==> src/rtl/placar_registro_pontos.sv <==
// Scoreboard point-entry stage: debounces point buttons, requests the adder
// operation and writes the accepted result back into the per-team score.
module placar_registro_pontos #(
  parameter int DEBOUNCE_CYCLES = 16,
  parameter int MAX_SCORE       = 99,
  parameter int BUZZ_CYCLES     = 8
) (
  input  logic       clk,
  input  logic       rst_n,
  input  logic       btn_a_n,
  input  logic       btn_b_n,
  input  logic       btn_c_n,
  input  logic       team_sel,
  input  logic       sub_mode,
  input  logic       clear_n,
  input  logic [6:0] sum_s,
  input  logic       sum_cout,
  output logic       pts_a,
  output logic       pts_b,
  output logic       pts_c,
  output logic [6:0] n1,
  output logic       cin_o,
  output logic       team_o,
  output logic [6:0] score0,
  output logic [6:0] score1,
  output logic       buzzer
);

  localparam int CW = $clog2(DEBOUNCE_CYCLES + 1);
  localparam int BW = $clog2(BUZZ_CYCLES + 1);

  typedef enum logic [1:0] {
    IDLE,
    SETTLE,
    COMMIT,
    WAIT_REL
  } state_t;

  state_t state_q, state_d;

  // Button levels are kept in pressed = 1 polarity from here on.
  logic [2:0] raw;
  logic [2:0] sync1, sync2;
  logic [2:0] deb, deb_d;
  logic [CW-1:0] cnt [3];

  logic [2:0] pts;
  logic       team_q;
  logic [BW-1:0] buzz_cnt;

  logic press_ev;
  logic one_hot;
  logic take;
  logic commit;
  logic accept;
  logic wr0, wr1, rej;

  assign raw = ~{btn_c_n, btn_b_n, btn_a_n};

  always_ff @(posedge clk or negedge rst_n) begin
    if (!rst_n) begin
      sync1 <= '0;
      sync2 <= '0;
      deb   <= '0;
      deb_d <= '0;
      for (int i = 0; i < 3; i++) cnt[i] <= '0;
    end else begin
      sync1 <= raw;
      sync2 <= sync1;
      deb_d <= deb;
      for (int i = 0; i < 3; i++) begin
        if (sync2[i] == deb[i]) begin
          cnt[i] <= '0;
        end else if (cnt[i] == CW'(DEBOUNCE_CYCLES - 1)) begin
          deb[i] <= sync2[i];
          cnt[i] <= '0;
        end else begin
          cnt[i] <= cnt[i] + 1'b1;
        end
      end
    end
  end

  assign press_ev = |(deb & ~deb_d);
  assign one_hot  = $onehot(deb);

  always_ff @(posedge clk or negedge rst_n) begin
    if (!rst_n) state_q <= IDLE;
    else        state_q <= state_d;
  end

  always_comb begin
    state_d = state_q;
    unique case (state_q)
      IDLE:     if (press_ev) state_d = one_hot ? SETTLE : WAIT_REL;
      SETTLE:   state_d = COMMIT;
      COMMIT:   state_d = WAIT_REL;
      WAIT_REL: if (deb == 3'b000) state_d = IDLE;
      default:  state_d = IDLE;
    endcase
    // Clear aborts whatever is in flight.
    if (!clear_n) state_d = WAIT_REL;
  end

  always_comb begin
    take   = clear_n && (state_q == IDLE) && press_ev && one_hot;
    team_o = (state_q == IDLE) ? team_sel : team_q;
    n1     = team_o ? score1 : score0;
    commit = clear_n && (state_q == COMMIT);
    if (cin_o) accept = sum_cout;
    else       accept = !sum_cout && (sum_s <= 7'(MAX_SCORE));
    wr0 = commit && accept && !team_q;
    wr1 = commit && accept && team_q;
    rej = commit && !accept;
  end

  always_ff @(posedge clk or negedge rst_n) begin
    if (!rst_n) begin
      pts    <= '0;
      team_q <= 1'b0;
      cin_o  <= 1'b0;
    end else if (!clear_n) begin
      pts <= '0;
    end else if (take) begin
      pts    <= deb;
      team_q <= team_sel;
      cin_o  <= sub_mode;
    end else if (state_q == COMMIT) begin
      pts <= '0;
    end
  end

  always_ff @(posedge clk or negedge rst_n) begin
    if (!rst_n) begin
      score0 <= '0;
      score1 <= '0;
    end else if (!clear_n) begin
      score0 <= '0;
      score1 <= '0;
    end else begin
      if (wr0) score0 <= sum_s;
      if (wr1) score1 <= sum_s;
    end
  end

  always_ff @(posedge clk or negedge rst_n) begin
    if (!rst_n)             buzz_cnt <= '0;
    else if (rej)           buzz_cnt <= BW'(BUZZ_CYCLES);
    else if (buzz_cnt != 0) buzz_cnt <= buzz_cnt - 1'b1;
  end

  assign buzzer = (buzz_cnt != '0);
  assign pts_a  = pts[0];
  assign pts_b  = pts[1];
  assign pts_c  = pts[2];

endmodule

==> config.mk <==
export PLATFORM = sky130hd
export DESIGN_NAME = placar_registro_pontos
export DESIGN_NICKNAME = d
export VERILOG_FILES = /design/src/rtl/placar_registro_pontos.sv
export SDC_FILE = /design/constraint.sdc
export NUM_CORES = 1
export LEC_CHECK = 0
export CAP_MARGIN = 20
export CORE_MARGIN = 2
export CORE_UTILIZATION = 40
export DETAILED_ROUTE_END_ITERATION = 12
export DONT_BUFFER_PORTS = 1
export PLACE_DENSITY = 0.54
export SYNTH_ARGS = -nofsm -noshare
export SYNTH_HDL_FRONTEND = slang
export SYNTH_SLANG_ARGS = --single-unit
export TNS_END_PERCENT = 30
==> constraint.sdc <==
create_clock -name clk -period 2.5 [get_ports clk]
set_input_delay 0.5 -clock clk [delete_from_list [all_inputs] [get_ports clk]]
set_output_delay 0.5 -clock clk [all_outputs]
set_load 0.1 [all_outputs]
==> run metrics <==
worst slew pin tran roughly 0.9 ns; floorplan die width 81.15 um; vias per cell about 5; Final Worst Setup Slack 0.06365 ns; detailed-placement wirelength estimate 3368 um; setup TNS 0 ns; Syn Area/Cell between 10 and 15 um2; synthesized cell area 2381 um2; skew final 0.01077 ns; fillers 512; Final Wtd Congestion approximately 0.72; final hold viol count 0; Max-Cap Viols 0; port bufs 0; drt pass-1 iters 4; Worst-Skew Late Latency slightly above 0.3 ns; sw frac 0.3145; core footprint approximately 5900 um2; Leak 1.405 nW; CTS tree built; crit end category output pin; crit path time final ~2.4 ns; critical path type register to output pin; Die Y slightly above 80 um; RR Endpoint team_q; Synth Warn # 0; DRT iter0 DRCs 39; Slowest-stage cell, CP dfrtp_1; outcome finished clean; Flop pwr share 0.459; Post-synth EDFFs 0; crit share post-route 0.9745; post-layout net count around 260; Clock Sinks 52; num rows 28; All-Layer GR Usage 0.1523; syn nets approximately 230; Setup WS pre-CTS between 0.2 and 0.3 ns; Routed wire per std cell around 15 um; number of CTS-inserted buffers 5; Power Internal between 0.001 and 0.0015 W; initial antenna violation count 0; DR vias 1611; share of post-route cells with drive strength above 1 0.2614; clock power share 0.272; area grow syn2layout 23.44%; CTS Root Cell clkbuf_8; Seq/Total Area, Yosys 0.5465; Comb pwr share 0.269; Post-synth ARST share 1.000; Routed Antenna Nets 0; fmax around 410 MHz; grt total ovfl 0; Synth Flop Type dfrtp_1; slowest stage delay, CP 0.41 ns; CP max FO 8; worst hold-check path type primary input to async pin; Max IR drop VDD ~0.32 mV; WL final 4627 um; clock buffer depth 2; H-tree levels 2; antenna cells 0; flops & latches, synth 52; Initial Utilization 0.4070; Worst EP required 2.00 ns; DRC violations left 0; max-slew violations 0; unrepaired setup endpoints after global routing yes; global-route wire length before repair a little under 8000 um; Syn Inst Count about 200; vias in the first global route ~1700; critical path cell sequence inv_2, ha_4, mux2i_1, buf_4, mux2_2, buf_12; WHS between 0.03 and 0.04 ns; Distinct cells, synth 35; critical path startpoint category register; switching power total approximately 0.00066 W; placed cell count about 300; Reg clk slew, reported paths approximately 0.090 ns; Worst R2R Path Depth 6; Worst R2R Start deb[0]; final std cell area, no fill between 2000 and 3000 um2; CP arrival 1.94 ns; Final setup viols 0; # IOs 43; Cell Pwr Density between 700 and 800 nW/um2; R2R setup slack about 0.48 ns; Die Area between 6000 and 7000 um2; placed cell area between 2000 and 3000 um2; Post-Layout Cell Count around 320; max_slew headroom 0.4011; largest net degree at the start of global routing 53
## cell families after synthesis
kind of cell / after synthesis / synth area share
muxes: 31 / 0.1372
adders and majority gates: 8 / 0.04519
xor gates and xnor gates: 11 / 0.04046
DFF: 52 / 0.5465
and+or+nand+nor: 72 / 0.1424
AOI/OAI and AO/OA: 15 / 0.06464
buffers and inverters: 15 / 0.02365
## what timing repair did
action	CTS	global route
buffers inserted	0	5
gates resized for setup	3	0
pin swaps	0	0
hold buffers	1	0
endpoints found under the setup margin	7	7
endpoints found under the hold margin	52	0
## power by group through the flow
| stage | sequential, W | combinational (W) | clock [W] |
|---|---|---|---|
| 2_1_floorplan | 0.00101 | 0.000350 | 0 |
| 3_3_place_gp | 0.000969 | 0.000462 | 0 |
| 3_5_place_dp | 0.000978 | 0.000479 | 0 |
| 4_1_cts | 0.000962 | 0.000520 | 0.000588 |
| 5_1_grt | 0.000968 | 0.000613 | 0.000618 |
| 6_report | 0.000958 | 0.000560 | 0.000567 |
## synth_stat cells (2+ instances only)
| master | n | share of area |
|---|---|---|
| dfrtp_1 | 52 | 0.55 |
| nand2_1 | 30 | 0.047 |
| mux2i_1 | 18 | 0.076 |
| mux2_2 | 13 | 0.061 |
| nor2_1 | 13 | 0.020 |
| inv_1 | 11 | 0.017 |
| xor2_1 | 10 | 0.037 |
| nand3_1 | 8 | 0.017 |
| and2_1 | 7 | 0.018 |
| ha_1 | 7 | 0.037 |
| clkbuf_1 | 4 | 0.0063 |
| and3_1 | 3 | 0.0079 |
| nand2b_1 | 3 | 0.0079 |
| o21ai_0 | 3 | 0.0063 |
| or3b_2 | 2 | 0.0074 |
## how the worst max path moves through the flow
stage,from,to,depth (start not counted),slack (ns)
after floorplan,state_q[0],n1[0],4,0.15
after global placement,state_q[0],n1[5],6,0.35
after detailed placement,state_q[0],n1[3],6,0.30
after CTS,state_q[1],n1[3],6,0.03
after global routing,state_q[0],n1[5],6,-0.02
final,state_q[0],n1[4],6,0.06
## state kept, by name, summed over array words and instances (netlist names)
register and cells:
deb_d 3, score0 7, deb 3, cnt 15
sync1 3, team_q 1, pts 3, state_q 2
score1 7, buzz_cnt 4, cin_o 1, sync2 3
## per-layer routing
metal	routed length [um]	vias up	GRT usage
met5	0	-	0
met1	1936	783	0.1793
met2	2250	53	0.2620
li1	-	765	-
met4	92	0	0.05932
met3	347	10	0.04444
## stage by stage
step	power (W)	util
finish	0.002085	0.5024
global route	0.002200	0.5024
CTS	0.002069	0.4959
detailed placement	0.001457	0.4701
global placement	0.001431	0.4701
floorplan	0.001359	-
## area by class of cell
class	instances	area [um2]	area share
clock buffer	5	68.82	0.02341
sequential	52	1301	0.4427
multi-input combinational	137	1036	0.3525
timing repair buffer	33	355.3	0.1209
clock inverter	3	42.54	0.01447
tap	75	93.84	0.03193
inverter	11	41.29	0.01405
## worst max-delay path: cells and delay by family (launching register included)
| kind | cells | cell delay [ns] |
|---|---|---|
| muxes | 2 | 0.57 |
| adders and majority gates | 1 | 0.17 |
| DFF | 1 | 0.41 |
| buffers and inverters | 3 | 0.47 |
## layout by cell type (no fill, tap or decap), types with 2 or more instances in the layout
cell type   n
dfrtp_1    52
nand2_1    30
buf_4      25
mux2i_1    18
mux2_2     13
nor2_1     13
inv_1      10
xor2_1     10
nand3_1     8
and2_1      7
buf_12      7
ha_1        6
clkbuf_8    5
o21ai_0     3
and3_1      3
nand2b_1    3
or3b_2      2
(Power assumes the default switching activity.)
